==> src/rtl/register_pkg.sv <==
// Shared definitions for register_reader: FSM state encoding and index-width helper.
package register_pkg;

   typedef enum logic [1:0] {
      IDLE  = 2'd0,
      SHIFT = 2'd1,
      DONE  = 2'd2
   } state_t;

   // Width needed to hold an index in 0..bit_count inclusive.
   function automatic int idx_width(input int bit_count);
      return $clog2(bit_count + 1);
   endfunction

endpackage

==> src/rtl/shift_counter.sv <==
// Beat counter for register_reader: sync clear, enable-gated increment, terminal flag at LAST.
module shift_counter #(
   parameter int W    = 4,
   parameter int LAST = 7
) (
   input  logic         clk,
   input  logic         reset_n,
   input  logic         clr,
   input  logic         en,
   output logic [W-1:0] count,
   output logic         tc
);

   always_ff @(posedge clk or negedge reset_n) begin
      if (!reset_n)  count <= '0;
      else if (clr)  count <= '0;
      else if (en)   count <= count + 1'b1;
   end

   assign tc = (count == W'(LAST));

endmodule

==> src/rtl/register_reader.sv <==
// Snapshots a parallel register word and streams it LSB first with hold/done handshake.
// Optional trailing even-parity beat when REGISTER_READER_PARITY_EN is defined.
module register_reader
   import register_pkg::*;
#(
   parameter int BIT_COUNT = 8
) (
   input  logic                               clk,
   input  logic                               reset_n,
   input  logic [BIT_COUNT-1:0]               memory,
   input  logic                               read,
   input  logic                               hold,
   output logic                               read_ready,
   output logic                               serial_out,
   output logic                               bit_valid,
   output logic [idx_width(BIT_COUNT)-1:0]    bit_index,
   output logic                               done
);

   localparam int IW = idx_width(BIT_COUNT);
`ifdef REGISTER_READER_PARITY_EN
   localparam int PAR = 1;
`else
   localparam int PAR = 0;
`endif
   localparam int SW   = BIT_COUNT + PAR;
   localparam int LAST = BIT_COUNT - 1 + PAR;

   state_t          state, state_nxt;
   logic [SW-1:0]   shadow, cap_word;
   logic [IW-1:0]   count;
   logic            tc, accept, adv;

   assign accept = (state == IDLE) && read;
   assign adv    = (state == SHIFT) && !hold;

   // Parity rides in the top shadow bit so it falls out after the data bits.
`ifdef REGISTER_READER_PARITY_EN
   assign cap_word = {^memory, memory};
`else
   assign cap_word = memory;
`endif

   shift_counter #(.W(IW), .LAST(LAST)) u_cnt (
      .clk     (clk),
      .reset_n (reset_n),
      .clr     (accept),
      .en      (adv),
      .count   (count),
      .tc      (tc)
   );

   always_ff @(posedge clk or negedge reset_n) begin
      if (!reset_n)    shadow <= '0;
      else if (accept) shadow <= cap_word;
      else if (adv)    shadow <= shadow >> 1;
   end

   always_ff @(posedge clk or negedge reset_n) begin
      if (!reset_n) state <= IDLE;
      else          state <= state_nxt;
   end

   always_comb begin
      state_nxt  = state;
      read_ready = 1'b0;
      serial_out = 1'b0;
      bit_valid  = 1'b0;
      bit_index  = '0;
      done       = 1'b0;
      case (state)
         IDLE: begin
            read_ready = 1'b1;
            if (read) state_nxt = SHIFT;
         end
         SHIFT: begin
            serial_out = shadow[0];
            bit_valid  = 1'b1;
            bit_index  = count;
            if (adv && tc) state_nxt = DONE;
         end
         DONE: begin
            done      = 1'b1;
            state_nxt = IDLE;
         end
         default: state_nxt = IDLE;
      endcase
   end

endmodule

==> config.mk <==
export PLATFORM = sky130hd
export DESIGN_NAME = register_reader
export DESIGN_NICKNAME = d
export VERILOG_FILES = /design/src/rtl/register_pkg.sv /design/src/rtl/shift_counter.sv /design/src/rtl/register_reader.sv
export SDC_FILE = /design/constraint.sdc
export NUM_CORES = 1
export LEC_CHECK = 0
export ABC_AREA = 1
export CAP_MARGIN = 20
export CORE_MARGIN = 3
export CORE_UTILIZATION = 50
export DETAILED_ROUTE_END_ITERATION = 6
export GPL_ROUTABILITY_DRIVEN = 0
export PLACE_DENSITY = 0.81
export SLEW_MARGIN = 40
export SYNTH_ARGS = -nofsm -noshare
export SYNTH_HDL_FRONTEND = slang
export SYNTH_SLANG_ARGS = --single-unit
==> constraint.sdc <==
create_clock -name clk -period 3.13 [get_ports clk]
set_input_delay 0.7825 -clock clk [delete_from_list [all_inputs] [get_ports clk]]
set_output_delay 0.7825 -clock clk [all_outputs]
set_load 0.02 [all_outputs]
==> results by group, run 1 <==
Clock network
  • Post-CTS setup buffers: 0
  • Cts bufs inserted: 3
  • Clk pin slew, worst setup/hold paths: roughly 0.09 ns
  • Clk Latency, worst-skew pair: between 0.2 and 0.3 ns
  • H-tree levels: 1
  • Root Buffer: clkbuf_4
  • Post-CTS sizing: 0
  • CTS tree: done
  • CTS hold repair buffers: 0
  • Clock Tree Buf Depth: 2
  • CTS Sinks: 14

Setup path
  • CP startpoint: state[1]
  • FF-to-FF path depth: 6
  • CP Class: reg2out
  • Reg2reg start: state[0]
  • Worst-path fanout max: 8
  • Worst setup EP type: primary output
  • CP endpoint: bit_index[1]
  • R2r setup slk: 1.65 ns
  • Critical Path RT: 2.35 ns
  • Crit start category: register
  • CP Data Arrival Time: 1.85 ns
  • Crit Reg-Reg Endpoint: u_cnt.count[2]

Run status
  • Status: finished clean

Timing
  • Max transition margin: 56.6%
  • Worst Tran Pin Value: 0.649 ns
  • Final setup TNS: 0 ns
  • Max-slew violation count: 0
  • Hold_ws: approximately 0.49 ns
  • Final setup viols: 0
  • Min Tclk post-route: 2.63 ns
  • Final hold violation count: 0
  • Fmax: 380 MHz
  • RSZ-0062 raised after global routing: no
  • Skew final: 0.00230 ns
  • Final Cycle Share: 84.0%

Die
  • Die ar.: 2070 sq um
  • Top-level I/O count: 20
  • Core area: approximately 1400 sq um
  • Initial Util: a little under three fifths
  • Core Rows: 13
  • Die Y: around 45 um
  • Die Wd: 45.5 um

Power
  • Worst vdd ir: 0.539 mV
  • Leakage power: a little over 0.5 nW
  • Internal: about 0.00050 W
  • Reg power frac: 33.7%
  • Clock power share: 15.2%
  • Comb power frac: between 50% and 60%
  • Switch Pwr: between 0.0003 and 0.0004 W
  • Power per cell area: approximately 890 nW/um^2
  • Switching share of power: 43.3%

Global routing
  • Pin count of the biggest net entering global routing: 15
  • Number of global-route vias before repair: 653
  • Global-route usage over all layers: 20.1%
  • Initial antenna violation count: 0
  • Global-route wire length before repair: 2950 um
  • Overflow after GRT: 0

Synth
  • Mapped Nets: roughly 120
  • Syn Std Cell Area: 779 sq um
  • Register area share after synthesis: 44.9%
  • Post-Synthesis Cells: ~100
  • Top cells by area, synth: dfrtp_1 45%, nand2_1 14%, inv_1 7.7%
  • Netlist cell types: 17
  • Syn_area_per_cell: between 7 and 8 sq um
  • Synth area leader: dfrtp_1
  • Synth top area share: 44.9%
  • Yosys warns: 0
  • Synth Register Bits: 14

Final layout
  • Final nets: between 100 and 150
  • ANT cells: 0
  • Design area: 1000 sq um
  • Commonest cells after routing, fill and taps aside: 30 x nand2_1, 19 x clkdlybuf4s50_1, 16 x inv_1
  • Layout cells sized above 1: 7.38%
  • P&R area growth vs syn: 28.4%
  • Most common cell after layout, fill and taps aside: nand2_1

Drt
  • Post-Route WL: roughly 1700 um
  • Drt wl/cell: 12.3 um
  • Vias per cell: 5.26
  • Drt first pass iters: 4
  • Post-route ant nets: 0
  • Routed vias: between 700 and 800
  • Drt drc: 0
  • Iteration-0 DRC Markers: 40

Worst hold path
  • Hold crit path type: reg2reg

Placement
  • Hpwl dp: around 1300 um
  • Dpl cell area: 965 sq um
  • IO buf count: 19

Run
  • MaxCap Viol Count: 0
-- power groups by stage --
stage	sequential [W]	combinational [W]	clock, W
2_1_floorplan	0.000290	0.000316	0
3_3_place_gp	0.000302	0.000443	0
3_5_place_dp	0.000303	0.000451	0
4_1_cts	0.000300	0.000457	0.000133
5_1_grt	0.000309	0.000513	0.000144
6_report	0.000300	0.000454	0.000135
-- worst min-delay path by stage --
stage	startpoint	endpoint	cells after the start	slack [ns]
2_1_floorplan	shadow[0]	shadow[0]	2	0.45
3_3_place_gp	shadow[1]	shadow[1]	2	0.47
3_5_place_dp	shadow[2]	shadow[2]	2	0.47
4_1_cts	shadow[2]	shadow[2]	2	0.49
5_1_grt	shadow[4]	shadow[4]	2	0.52
6_report	shadow[2]	shadow[2]	2	0.49
-- flip-flops by register name, summed over array words and instances (netlist names) --
name         flops
u_cnt.count      4
state            2
shadow           8
-- per-layer routing --
| layer | global-route usage (%) | part of all wire, % | vias up |
|---|---|---|---|
| li1 | - | - | 355 |
| met1 | 28.2 | 46 | 322 |
| met2 | 29.2 | 43 | 37 |
| met3 | 3.56 | 8.7 | 7 |
| met4 | 10.5 | 2.8 | 0 |
| met5 | 0 | 0 | - |
-- worst max-delay path, stage by stage, from the launching register on --
cell,delay (ns)
dfrtp_1,0.41
inv_1,0.09
nand2_1,0.20
nor2_1,0.20
clkdlybuf4s50_1,0.65
-- per-stage QoR --
| stage | total power (W) | utilization, % | std cells | setup slack [ns] |
|---|---|---|---|---|
| 2_1_floorplan | 0.000606 | - | 102 | 1.38 |
| 3_3_place_gp | 0.000746 | 69.8 | 133 | 0.908 |
| 3_5_place_dp | 0.000754 | 69.8 | 133 | 0.889 |
| 4_1_cts | 0.000890 | 72.4 | 137 | 0.490 |
| 5_1_grt | 0.000967 | 72.4 | 137 | 0.391 |
| 6_report | 0.000889 | 72.4 | 137 | 0.502 |
-- Yosys cell counts --
library cell / count
nor2_1: 9
inv_1: 16
nand3b_1: 7
nand2_2: 1
buf_6: 1
nand4_1: 2
o21ai_0: 3
nand2_4: 1
buf_4: 1
buf_2: 1
ha_1: 1
dfrtp_1: 14
or2_2: 1
nor2_4: 2
a21oi_1: 1
nand3_1: 11
nand2_1: 30
-- area by class of cell --
class	instances	area (sq um)
clock buffer	4	36.3
sequential	14	350
fill	113	382
inverter	16	60.1
multi-input combinational	69	345
timing repair buffer	19	190
tap	15	18.8
-- kinds of logic (layout without fill, tap and decap cells) --
family | Yosys count | in the layout | share of synthesized area (%)
fa+ha+maj | 1 | 1 | 1.60
buf+inv | 19 | 39 | 10.8
flops | 14 | 14 | 44.9
compound gates | 4 | 4 | 2.57
simple gates | 64 | 64 | 40.1
(Power assumes the default switching activity.)
==> inputs of run 2 (changes only) <==
- CORE_UTILIZATION: 50 -> 46
- PLACE_DENSITY: 0.81 -> 0.76
- clock period: 3.13 -> 2.5 ns (I/O delays scaled with it)
==> results by group, run 2 (synthesis results as in run 1) <==
Global routing
  • Number of global-route vias before repair: a little under 600
  • Overflow after GRT: 0
  • Pin count of the biggest net entering global routing: 15
  • Initial antenna violation count: 0
  • Global-route wire length before repair: 2400 um
  • Global-route usage over all layers: 15.7%

Timing
  • Min Tclk post-route: 2.33 ns
  • Final setup TNS: 0 ns
  • Final Cycle Share: 93.2%
  • Final hold violation count: 0
  • Worst Tran Pin Value: 0.601 ns
  • Max-slew violation count: 0
  • Max transition margin: 59.8%
  • Final setup viols: 0
  • Fmax: 429 MHz
  • Skew final: ~0.0043 ns
  • RSZ-0062 raised after global routing: no

Clock network
  • CTS hold repair buffers: 0
  • H-tree levels: 1
  • Post-CTS sizing: 0
  • Cts bufs inserted: 3
  • Root Buffer: clkbuf_4
  • CTS Sinks: 14
  • Clk pin slew, worst setup/hold paths: 0.07 ns
  • Post-CTS setup buffers: 0
  • Clk Latency, worst-skew pair: 0.27 ns
  • Clock Tree Buf Depth: 2
  • CTS tree: done

Drt
  • Routed vias: about 660
  • Drt first pass iters: 4
  • Drt wl/cell: 10.2 um
  • Post-Route WL: 1410 um
  • Post-route ant nets: 0
  • Vias per cell: around 4.8
  • Iteration-0 DRC Markers: 15
  • Drt drc: 0

Die
  • Core Rows: 14
  • Top-level I/O count: 20
  • Die ar.: 2220 sq um
  • Initial Util: ~50%
  • Die Y: 47.2 um
  • Core area: 1560 sq um
  • Die Wd: 47.2 um

Power
  • Leakage power: 0.519 nW
  • Worst vdd ir: about 0.45 mV
  • Power per cell area: 1050 nW/um^2

Worst hold path
  • Hold crit path type: reg2reg
  • Hold wc startpoint: shadow[2]
  • Worst hold path endpoint: shadow[2]
  • Hold depth: 2

Placement
  • Hpwl dp: 1100 um
  • IO buf count: 19

Final layout
  • Max FFs per register: 8
  • P&R area growth vs syn: 28.7%
  • Layout cells sized above 1: approximately 8.1%
  • Final nets: 138
  • ANT cells: 0
  • Fillers: between 150 and 200
  • Commonest cells after routing, fill and taps aside: 30 x nand2_1, 19 x clkdlybuf4s50_1, 16 x inv_1
  • Largest registers: shadow (8), u_cnt.count (4), state (2)
  • Top reg by flops: shadow
  • Final core utilization: 64.4%
  • Most common cell after layout, fill and taps aside: nand2_1

Setup path
  • Worst setup EP type: primary output
  • R2r setup slk: 1.01 ns
  • CP Data Arrival Time: approximately 1.7 ns
  • Worst-path fanout max: 8
  • CP delay by family, top: buffers and inverters
  • Bufs and invs on worst path: 2
  • CP max stage delay: 0.61 ns
  • FF-to-FF path depth: 7
  • CP Class: reg2out
  • Critical path cell sequence: inv_1, nand2_1, nor2_1, clkdlybuf4s50_1
  • CP max stage cell: clkdlybuf4s50_1
  • Critical Path RT: 1.88 ns
  • Reg2reg start: state[0]
  • Crit start category: register
  • Crit Reg-Reg Endpoint: shadow[3]

Run status
  • Status: finished clean

Run
  • MaxCap Viol Count: 0
-- run 2: cell types whose count changed in the layout (fill, tap and decap cells not counted) --
cell      before  now
buf_4          0    2
clkbuf_8       1    0
-- run 2: per-layer routing --
metal	wire, um	GRT usage [%]	share of wire (%)	up-vias
met3	88	3.45	6.2	2
li1	-	-	-	358
met2	645	24.7	46	21
met4	14	9.94	0.99	0
met1	662	19.4	47	283
met5	0	0	0	-
-- run 2: how the worst max path moves through the flow --
| stage | slack, ns | startpoint | cells after the start | end |
|---|---|---|---|---|
| floorplan | 0.91 | state[1] | 3 | bit_index[0] |
| global placement | 0.49 | state[1] | 4 | bit_index[3] |
| detailed placement | 0.45 | state[1] | 4 | bit_index[1] |
| CTS | 0.15 | state[1] | 4 | bit_index[1] |
| global route | 0.03 | state[1] | 4 | bit_index[3] |
| finish | 0.17 | state[1] | 4 | bit_index[1] |
-- run 2: worst register-to-register path, delay by kind of cell (launching register included) --
kind	cells	cell delay (ns)
and+or+nand+nor	5	0.59
DFF	1	0.43
buffers and inverters	2	0.35
-- run 2: area by class of cell --
type,count,area (sq um),share of cell area [%]
Clock buffer,3,22.5,2.24
Inverter,16,60.1,5.99
Multi-Input combinational cell,69,345,34.4
Sequential cell,14,350,34.9
Tap cell,16,20.0,2.00
Timing Repair Buffer,21,205,20.4
-- run 2: report_power, final --
group | internal [W] | total (W) | switching [W] | leakage [nW]
Clock | 0.0000556 | 0.000117 | 0.0000612 | 0.0138
Combinational | 0.000241 | 0.000564 | 0.000323 | 0.326
Sequential | 0.000314 | 0.000374 | 0.0000603 | 0.179
-- run 2: per-stage QoR --
stage | worst slack, ns | hold WS, ns | cell area (sq um) | power, W | cells
after global routing | 0.0255 | 0.499 | 1000 | 0.00116 | 139
after floorplan | 0.910 | 0.329 | 779 | 0.000759 | 102
final | 0.169 | 0.488 | 1000 | 0.00105 | 139
after CTS | 0.147 | 0.486 | 1000 | 0.00107 | 139
after detailed placement | 0.452 | 0.466 | 981 | 0.000949 | 136
after global placement | 0.494 | 0.463 | 981 | 0.000932 | 136
